==> src/rtl/uart_rx_mmio.sv <==
// UART 8N1 receiver with a small byte FIFO, exposed as one memory-mapped status/data word.
`timescale 1ns/1ps
module uart_rx_mmio #(
  parameter int unsigned CLK_HZ     = 50_000_000,
  parameter int unsigned BAUD       = 115200,
  parameter int unsigned FIFO_DEPTH = 4
) (
  input  logic        clk,
  input  logic        rst,
  input  logic        rx,
  input  logic        rd_ack,
  output logic [31:0] uart_data,
  output logic        rx_busy
);

  localparam int unsigned CLKS_PER_BIT = CLK_HZ / BAUD;
  localparam int unsigned HALF         = CLKS_PER_BIT / 2;
  localparam int unsigned CW           = (CLKS_PER_BIT > 1) ? $clog2(CLKS_PER_BIT) : 1;
  localparam int unsigned PW           = (FIFO_DEPTH > 1) ? $clog2(FIFO_DEPTH) : 1;
  localparam int unsigned NW           = PW + 1;

  typedef enum logic [2:0] {
    S_IDLE,
    S_START,
    S_DATA,
    S_STOP,
    S_BREAK
  } state_t;

  // Synchroniser, receiver and FIFO state
  logic          sync1_q, sync1_d;
  logic          rxs_q, rxs_d;
  state_t        state_q, state_d;
  logic [CW-1:0] cnt_q, cnt_d;
  logic [2:0]    bit_q, bit_d;
  logic [7:0]    shift_q, shift_d;
  logic [7:0]    mem_q [FIFO_DEPTH];
  logic [7:0]    mem_d [FIFO_DEPTH];
  logic [PW-1:0] wr_ptr_q, wr_ptr_d;
  logic [PW-1:0] rd_ptr_q, rd_ptr_d;
  logic [NW-1:0] count_q, count_d;
  logic          ovr_q, ovr_d;
  logic          ferr_q, ferr_d;

  logic push_c, ferr_set_c, pop_c, full_c, wr_c, valid_c;

  // Two-flop synchroniser; the line idles high so both stages reset to 1
  always_comb begin
    sync1_d = rx;
    rxs_d   = sync1_q;
  end

  // Frame FSM: counter-driven mid-bit sampling of start, 8 data bits and stop
  always_comb begin
    state_d    = state_q;
    cnt_d      = cnt_q;
    bit_d      = bit_q;
    shift_d    = shift_q;
    push_c     = 1'b0;
    ferr_set_c = 1'b0;
    case (state_q)
      S_IDLE: begin
        if (!rxs_q) begin
          state_d = S_START;
          cnt_d   = CW'(HALF - 1);
        end
      end
      S_START: begin
        if (cnt_q == '0) begin
          if (!rxs_q) begin
            state_d = S_DATA;
            cnt_d   = CW'(CLKS_PER_BIT - 1);
            bit_d   = 3'd0;
          end else begin
            state_d = S_IDLE;
          end
        end else begin
          cnt_d = cnt_q - CW'(1);
        end
      end
      S_DATA: begin
        if (cnt_q == '0) begin
          shift_d = {rxs_q, shift_q[7:1]};
          cnt_d   = CW'(CLKS_PER_BIT - 1);
          if (bit_q == 3'd7) begin
            state_d = S_STOP;
          end else begin
            bit_d = bit_q + 3'd1;
          end
        end else begin
          cnt_d = cnt_q - CW'(1);
        end
      end
      S_STOP: begin
        if (cnt_q == '0) begin
          if (rxs_q) begin
            push_c  = 1'b1;
            state_d = S_IDLE;
          end else begin
            ferr_set_c = 1'b1;
            state_d    = S_BREAK;
          end
        end else begin
          cnt_d = cnt_q - CW'(1);
        end
      end
      S_BREAK: begin
        // Wait out a held-low line so it reports one frame error only
        if (rxs_q) begin
          state_d = S_IDLE;
        end
      end
      default: state_d = S_IDLE;
    endcase
  end

  // FIFO push/pop and sticky flags; a pop frees the slot for a same-cycle push
  always_comb begin
    pop_c    = rd_ack && (count_q != '0);
    full_c   = (count_q == NW'(FIFO_DEPTH));
    wr_c     = push_c && (!full_c || pop_c);
    mem_d    = mem_q;
    wr_ptr_d = wr_ptr_q;
    rd_ptr_d = rd_ptr_q;
    count_d  = count_q;
    if (wr_c) begin
      mem_d[wr_ptr_q] = shift_q;
      wr_ptr_d        = wr_ptr_q + PW'(1);
    end
    if (pop_c) begin
      rd_ptr_d = rd_ptr_q + PW'(1);
    end
    case ({wr_c, pop_c})
      2'b10:   count_d = count_q + NW'(1);
      2'b01:   count_d = count_q - NW'(1);
      default: count_d = count_q;
    endcase
    if (push_c && full_c && !pop_c) begin
      ovr_d = 1'b1;
    end else if (rd_ack) begin
      ovr_d = 1'b0;
    end else begin
      ovr_d = ovr_q;
    end
    if (ferr_set_c) begin
      ferr_d = 1'b1;
    end else if (rd_ack) begin
      ferr_d = 1'b0;
    end else begin
      ferr_d = ferr_q;
    end
  end

  // State registers
  always_ff @(posedge clk or posedge rst) begin
    if (rst) begin
      sync1_q  <= 1'b1;
      rxs_q    <= 1'b1;
      state_q  <= S_IDLE;
      cnt_q    <= '0;
      bit_q    <= '0;
      shift_q  <= '0;
      mem_q    <= '{default: '0};
      wr_ptr_q <= '0;
      rd_ptr_q <= '0;
      count_q  <= '0;
      ovr_q    <= 1'b0;
      ferr_q   <= 1'b0;
    end else begin
      sync1_q  <= sync1_d;
      rxs_q    <= rxs_d;
      state_q  <= state_d;
      cnt_q    <= cnt_d;
      bit_q    <= bit_d;
      shift_q  <= shift_d;
      mem_q    <= mem_d;
      wr_ptr_q <= wr_ptr_d;
      rd_ptr_q <= rd_ptr_d;
      count_q  <= count_d;
      ovr_q    <= ovr_d;
      ferr_q   <= ferr_d;
    end
  end

  // Status/data word seen by the load mux
  always_comb begin
    valid_c   = (count_q != '0);
    uart_data = {valid_c, ovr_q, ferr_q, 21'd0, (valid_c ? mem_q[rd_ptr_q] : 8'h00)};
    rx_busy   = (state_q != S_IDLE);
  end

endmodule
==> config.mk <==
export PLATFORM = sky130hd
export DESIGN_NAME = uart_rx_mmio
export DESIGN_NICKNAME = d
export VERILOG_FILES = /design/src/rtl/uart_rx_mmio.sv
export SDC_FILE = /design/constraint.sdc
export NUM_CORES = 1
export LEC_CHECK = 0
export BUFFER_PORTS_ARGS = -buffer_cell sky130_fd_sc_hd__buf_4
export CAP_MARGIN = 30
export CELL_PAD_IN_SITES_DETAIL_PLACEMENT = 1
export CELL_PAD_IN_SITES_GLOBAL_PLACEMENT = 1
export CORE_ASPECT_RATIO = 1.1
export CORE_MARGIN = 2
export CORE_UTILIZATION = 50
export DETAILED_ROUTE_END_ITERATION = 7
export GPL_TIMING_DRIVEN = 0
export PLACE_DENSITY = 0.94
export RECOVER_POWER = 50
export SLEW_MARGIN = 20
export SYNTH_ARGS = -nofsm -noshare
export SYNTH_HDL_FRONTEND = slang
export SYNTH_SLANG_ARGS = --single-unit
==> constraint.sdc <==
create_clock -name clk -period 6.39 [get_ports clk]
set_input_delay 0.3195 -clock clk [delete_from_list [all_inputs] [get_ports clk]]
set_output_delay 0.3195 -clock clk [all_outputs]
set_load 0.005 [all_outputs]
==> PnR_summary.wiki, run 1 <==
{| class="wikitable"
! Metric !! Value
|-
| DRT Pass-1 Iters || 4
|-
| Top cell type's share of synthesized area || 45.5%
|-
| Result of the run || complete, but fails checks
|-
| Hold buffers post-CTS || 1
|-
| PnR worst setup slack || 2850 ps
|-
| Horizontal die dimension || 84.0 um
|-
| Most common library cell in the layout ignoring fill and taps || dfrtp_1
|-
| Hold Startpoint || rx
|-
| Part of the power in registers || 46.4%
|-
| Highest ir drop seen on vdd || 0.158 mV
|-
| Gp weighted congestion || 0.823
|-
| Clock Root Buffer || clkbuf_8
|-
| Die height || 92.0 um
|-
| Setup bufs post-CTS || 0
|-
| Most common flop cell mapped by yosys || dfrtp_1
|-
| Clock-pin slew of the registers on the worst-case setup and hold paths || 70 ps
|-
| Endpoint type of the worst setup path || asynchronous set/reset pin
|-
| Worst Hold Margin || 73.7 ps
|-
| Leakage component of the power || 1.94 nW
|-
| Mean cell area of the mapped netlist || 12.4 um^2
|-
| Cell count after placement || 406
|-
| Top achievable clock speed || 0.282 GHz
|-
| Number of buffers added by the clock tree synthesis step || 9
|-
| Clock latency on the worst-skew pair || 360 ps
|-
| Number of gates given a new drive strength after cts || 0
|-
| Beginning of the critical path || rst
|-
| Net switching component of the power || 0.280 mW
|-
| Die outline area || 7720 um^2
|-
| Worst slack at placement || 3220 ps
|-
| Antenna viol nets, final || 0
|-
| Violation count after the first detailed-route iteration || 76
|-
| Antenna Cells || 0
|-
| Count of different cell masters after synthesis || 57
|-
| Final setup fails || 0
|-
| Cell Area, Synth || 3520 um^2
|-
| Most frequent cells in the layout || dfrtp_1, buf_4, mux2_1, conb_1, mux2_2
|-
| I/O Pins || 37
|-
| Required time reported for the critical path endpoint || 6240 ps
|-
| Synthesis-stage register bit count || 66
|-
| FF-to-FF Start || cnt_q[0]
|-
| Worst rel slew slack || -87.7%
|-
| Clk pwr share || 37.5%
|-
| Post-route insts no fill || 424
|-
| Total number of H-tree levels || 3
|-
| Post-synthesis sequential area ratio || 47.0%
|-
| Global-route congestion overflow total || 0
|-
| Final core utilization || 58.3%
|-
| Layout cell share with drive strength beyond 1 || 27.7%
|-
| Library cell with the largest summed area after synthesis || dfrtp_1
|-
| IO Port Bufs || 15
|-
| Via count of the first global-routing pass || 2444
|-
| Final clock period utilization by the worst path || 55.4%
|-
| Post-layout net count || 348
|-
| Clk sinks || 66
|-
| Unrepaired setup endpoints after global routing || false
|-
| Sort of element at the start of the critical path || input port
|-
| Share of flip-flops with an asynchronous set or reset after synthesis || 100%
|-
| Number of flops mapped to enable cells by yosys || 0
|-
| Critical Path AT || 3390 ps
|-
| Hold Fails Final Rpt || 0
|-
| Placed wire-length estimate || 5280 um
|-
| Via total after detailed routing || 2341
|-
| Final worst path period need || 3540 ps
|-
| Setup total negative slack || 0 ps
|-
| Drt via density || 5.52
|-
| Count of synthesis-stage warnings from yosys || 0
|-
| CTS tree || yes
|-
| Residual DRC count || 0
|-
| Number of placement rows || 32
|-
| Maximum fanout count along the critical path || 55
|-
| Int Pwr || 0.685 mW
|-
| Comb power frac || 16.0%
|-
| Crit Path Class || input port to asynchronous set/reset pin
|-
| Fin. max-slew vios || 56
|-
| Largest cells by area after synthesis || dfrtp_1, mux2_1, buf_4
|-
| Tightest Pin Transition || 2820 ps
|-
| Antenna violations before repair || 0
|-
| WL per Instance || 18.0 um
|-
| Starting Density || 50.8%
|-
| Total length of routed wires || 7620 um
|-
| Total routing usage reported by global routing || 21.5%
|-
| Setup Skew || 21.5 ps
|-
| Switching part of the total || 29.0%
|-
| Maximum number of pins on one net before global-route repair || 56
|-
| Wire length of the first global-routing pass || 12700 um
|-
| Core area || 6930 um^2
|-
| Max clock buf depth || 2
|-
| Post-Synthesis Cells || 284
|-
| Path type of the worst min-delay path || input port to flop
|-
| Power density relative to cell area || 239 nW/um^2
|-
| Maxcap violations || 1
|-
| Failing checks || capacitance limit, slew limit
|-
| Area added between synthesis and finish || 14.8%
|}
## path summary, 6_finish.rpt
kind,slack [ps],end,cells past startpoint
max in group clk,3100,count_q[2],12
max,2850,mem_q[24],4
max reg2reg,3100,count_q[2],12
min,70,rxs_d,1
min in group asynchronous,540,cnt_q[3],3
min reg2reg,360,rxs_q,0
## cells in the mapped netlist (all sizes together) (3+ instances only)
master,instances
mux2,42
nor2,9
nand2,6
a221o,3
nor3,8
xor2,3
inv,11
a21oi,6
nand3,4
xnor2,3
o22ai,3
clkbuf,9
mux4,8
a211oi,5
dfrtp,64
and2,10
buf,29
nor4,4
a31oi,3
ha,9
## through the flow
stage               power (mW)  cell area [um^2]
finish                   0.965              4040
floorplan                0.568              3590
global placement         0.596              3810
global route              1.01              4040
detailed placement       0.614              3850
CTS                      0.977              4060
## power groups by stage
stage / Clock, mW / Sequential, mW / Combinational (mW)
floorplan: 0 / 0.452 / 0.116
global placement: 0 / 0.454 / 0.142
detailed placement: 0 / 0.456 / 0.159
CTS: 0.367 / 0.448 / 0.162
global route: 0.384 / 0.451 / 0.174
finish: 0.362 / 0.448 / 0.155
## final cells by class
| cell class | count | area [um^2] |
|---|---|---|
| Fill cell | 725 | 2890 |
| Buffer | 38 | 243 |
| Timing Repair Buffer | 19 | 136 |
| Clock inverter | 7 | 77.6 |
| Clock buffer | 9 | 124 |
| Tap cell | 85 | 106 |
| Multi-Input combinational cell | 189 | 1650 |
| Inverter | 11 | 42.5 |
| Sequential cell | 66 | 1650 |
## cells by family (layout without fill, tap and decap cells)
kind of cell    Yosys count  after routing  share of synthesized area, %
fa+ha+maj                10             10                          3.77
simple gates             63             63                          12.6
flops                    66             66                          47.0
other cells               1             21                         0.107
compound gates           38             38                          8.04
buf+inv                  49             84                          8.08
xor+xnor                  6              6                          1.49
mux                      51             51                          18.9
## flip-flops by register name, summed over array words and instances (netlist names), 2 cells and up
register and cells:
state_q 3, bit_q 3, rd_ptr_q 2, count_q 3
mem_q 32, wr_ptr_q 2, cnt_q 9, shift_q 8
## per-layer routing
layer	up-vias	GRT usage (%)	wire length (um)
met5	-	0	0
met1	1181	25.4	3070
met2	51	37.9	4150
met4	0	10.1	180
li1	1094	-	-
met3	15	3.69	225
## worst max-delay path, cell delays in order
cell and delay (ps):
dlygate4sd3_1 530, clkbuf_4 130, clkinvlp_2 340, clkbuf_1 2040
Note: power is estimated with default switching activity, not from simulation.
==> run 2, diff against run 1 <==
--- a/config.mk
+++ b/config.mk
@@ -11,10 +11,10 @@
 export CELL_PAD_IN_SITES_GLOBAL_PLACEMENT = 1
 export CORE_ASPECT_RATIO = 1.1
 export CORE_MARGIN = 2
-export CORE_UTILIZATION = 50
+export CORE_UTILIZATION = 43
 export DETAILED_ROUTE_END_ITERATION = 7
 export GPL_TIMING_DRIVEN = 0
-export PLACE_DENSITY = 0.94
+export PLACE_DENSITY = 0.87
 export RECOVER_POWER = 50
 export SLEW_MARGIN = 20
 export SYNTH_ARGS = -nofsm -noshare
==> constraint.sdc (replaced) <==
create_clock -name clk -period 3.25 [get_ports clk]
set_input_delay 0.1625 -clock clk [delete_from_list [all_inputs] [get_ports clk]]
set_output_delay 0.1625 -clock clk [all_outputs]
set_load 0.005 [all_outputs]
==> run 2 against run 1 <==
Compared with the run above: the flow now finishes without violations; sequential share of layout area fell by 0.45 points; utilization shrank 6.7 points; non-clock buffer count up 7; clock skew down 17 ps; power is 83% higher.
==> PnR_summary.wiki, run 2 (synthesis results as in run 1) <==
{| class="wikitable"
! Metric !! Value
|-
| Result of the run || finished, final reports clean (was complete, but fails checks)
|-
| Number of placement rows || 34 (was 32)
|-
| Hold Startpoint || rxs_d (was rx)
|-
| Number of gates given a new drive strength after cts || 0 (unchanged)
|-
| Leakage component of the power || 1.96 nW (was 1.94 nW)
|-
| Post-route insts no fill || 452 (was 424)
|-
| Number of flip-flops under the largest register name || 32 (unchanged)
|-
| Crit Path Class || flop to flop (was input port to asynchronous set/reset pin)
|-
| Drt via density || 5.16 (was 5.52)
|-
| Final setup fails || 0 (unchanged)
|-
| Most common library cell in the layout ignoring fill and taps || dfrtp_1 (unchanged)
|-
| Clk sinks || 66 (unchanged)
|-
| Violation count after the first detailed-route iteration || 56 (was 76)
|-
| Tightest Pin Transition || 1340 ps (was 2820 ps)
|-
| Int Pwr || 1.28 mW (was 0.685 mW)
|-
| Layout cell share with drive strength beyond 1 || 28.2% (was 27.7%)
|-
| Gp weighted congestion || 0.786 (was 0.823)
|-
| Path type of the worst min-delay path || flop to flop (was input port to flop)
|-
| Switching part of the total || 28.0% (was 29.0%)
|-
| Clk pwr share || 33.4% (was 37.5%)
|-
| Endpoint type of the worst setup path || flop (was asynchronous set/reset pin)
|-
| Net switching component of the power || 0.495 mW (was 0.280 mW)
|-
| CTS tree || yes (unchanged)
|-
| FF-to-FF Start || cnt_q[0] (unchanged)
|-
| IO Port Bufs || 15 (unchanged)
|-
| Global-route congestion overflow total || 0 (unchanged)
|-
| Top achievable clock speed || 0.361 GHz
|-
| Unrepaired setup endpoints after global routing || false (unchanged)
|-
| Beginning of the critical path || cnt_q[0] (was rst)
|-
| Starting Density || 44.4% (was 50.8%)
|-
| Setup total negative slack || 0 ps (unchanged)
|-
| Horizontal die dimension || 90.2 um (was 84.0 um)
|-
| Sort of element at the start of the critical path || flop (was input port)
|-
| Most flop-heavy register || mem_q (unchanged)
|-
| Maximum number of pins on one net before global-route repair || 57 (was 56)
|-
| Antenna Cells || 0 (unchanged)
|-
| Hold Fails Final Rpt || 0 (unchanged)
|-
| Fin. max-slew vios || 0 (was 56)
|-
| Total length of routed wires || 7330 um (was 7620 um)
|-
| Power density relative to cell area || 434 nW/um^2 (was 239 nW/um^2)
|-
| Final worst path period need || 2770 ps
|-
| Worst Hold Margin || 358 ps (was 73.7 ps)
|-
| Antenna viol nets, final || 0 (unchanged)
|-
| Clock-pin slew of the registers on the worst-case setup and hold paths || 70 ps (about the same)
|-
| Via count of the first global-routing pass || 2498 (was 2444)
|-
| Critical Path AT || 3000 ps (was 3390 ps)
|-
| Most frequent cells in the layout || dfrtp_1, buf_4, mux2_1, conb_1, mux2_2 (unchanged)
|-
| Number of fill cells in the layout || 857 (was 725)
|-
| Max clock buf depth || 2 (unchanged)
|-
| Residual DRC count || 0 (unchanged)
|-
| Part of the power in registers || 49.9% (was 46.4%)
|-
| Total number of H-tree levels || 3 (unchanged)
|-
| Largest regs || mem_q x32, cnt_q x9, shift_q x8 (unchanged)
|-
| Maximum fanout count along the critical path || 7 (was 55)
|-
| WL per Instance || 16.2 um (was 18.0 um)
|-
| Wire length of the first global-routing pass || 12200 um (was 12700 um)
|-
| Core area || 7910 um^2 (was 6930 um^2)
|-
| Clock Root Buffer || clkbuf_8 (unchanged)
|-
| Final clock period utilization by the worst path || 85.1%
|-
| Cell count after placement || 429 (was 406)
|-
| Number of buffers added by the clock tree synthesis step || 9 (unchanged)
|-
| Maxcap violations || 0 (was 1)
|-
| Highest ir drop seen on vdd || 0.186 mV (was 0.158 mV)
|-
| Via total after detailed routing || 2331 (was 2341)
|-
| Post-layout net count || 355 (was 348)
|-
| Placed wire-length estimate || 5220 um (was 5280 um)
|-
| Antenna violations before repair || 0 (unchanged)
|-
| Required time reported for the critical path endpoint || 3480 ps (was 6240 ps)
|-
| I/O Pins || 37 (unchanged)
|-
| DRT Pass-1 Iters || 4 (unchanged)
|-
| Die outline area || 8920 um^2 (was 7720 um^2)
|-
| Worst rel slew slack || 10.6% (was -87.7%)
|-
| Die height || 98.9 um (was 92.0 um)
|-
| Setup Skew || 4.47 ps (was 21.5 ps)
|-
| Total routing usage reported by global routing || 17.5% (was 21.5%)
|-
| Clock latency on the worst-skew pair || 340 ps (was 360 ps)
|-
| Comb power frac || 16.7% (was 16.0%)
|-
| Area added between synthesis and finish || 16.1% (was 14.8%)
|}
==> run 2: cell type report <==
cell class / instances / area [um^2] / share of cell area [%]
Sequential cell: 66 / 1650 / 40.5
Clock inverter: 3 / 17.5 / 0.429
Inverter: 11 / 42.5 / 1.04
Clock buffer: 11 / 141 / 3.46
Multi-Input combinational cell: 189 / 1650 / 40.5
Tap cell: 108 / 135 / 3.31
Buffer: 38 / 243 / 5.95
Timing Repair Buffer: 26 / 195 / 4.78
==> run 2: worst paths after layout <==
check	end	slack, ps	depth (start not counted)
worst max-delay path	count_q[2]	480	12
worst min-delay path	rxs_q	360	0
worst max register to register	count_q[2]	480	12
worst min register to register	rxs_q	360	0
max in group asynchronous	count_q[2]	1250	4
min in group asynchronous	cnt_q[0]	370	3
==> run 2: timing repair <==
action	in CTS	in global routing
endpoints found under the setup margin	0	1
hold endpoints to repair	12	0
setup buffers	0	5
hold buffers	3	0
==> run 2: critical path, cell delays in order (launching register included) <==
cell      delay, ps
dfrtp_1         410
inv_1           110
ha_1            160
or4b_1          430
clkbuf_1        240
nor3_4          320
nand4_1         140
ha_1            240
inv_1            80
fa_1            180
xor2_1          140
nor2_1           60
xor2_1          140
==> run 2: power groups by stage <==
stage	clock network, mW	registers (mW)	logic, mW
after floorplan	0	0.888	0.229
final	0.590	0.884	0.296
after global placement	0	0.894	0.279
after global routing	0.645	0.886	0.330
after detailed placement	0	0.899	0.303
after CTS	0.607	0.884	0.305
==> run 2: layer usage <==
layer  up-vias  part of all wire (%)  track usage [%]
met3        12                   3.0             3.75
li1       1099                     -                -
met4         0                   1.7             7.69
met5         -                     0                0
met2        39                    53             31.3
met1      1181                    42             20.2
==> run 2: per-stage QoR <==
stage | instance area [um^2] | setup slack, ps | total power [mW] | util [%]
2_1_floorplan | 3590 | 527 | 1.12 | -
3_3_place_gp | 3840 | 246 | 1.17 | 48.5
3_5_place_dp | 3870 | 168 | 1.20 | 49.0
4_1_cts | 4060 | 148 | 1.80 | 51.4
5_1_grt | 4080 | 248 | 1.86 | 51.6
6_report | 4080 | 483 | 1.77 | 51.6
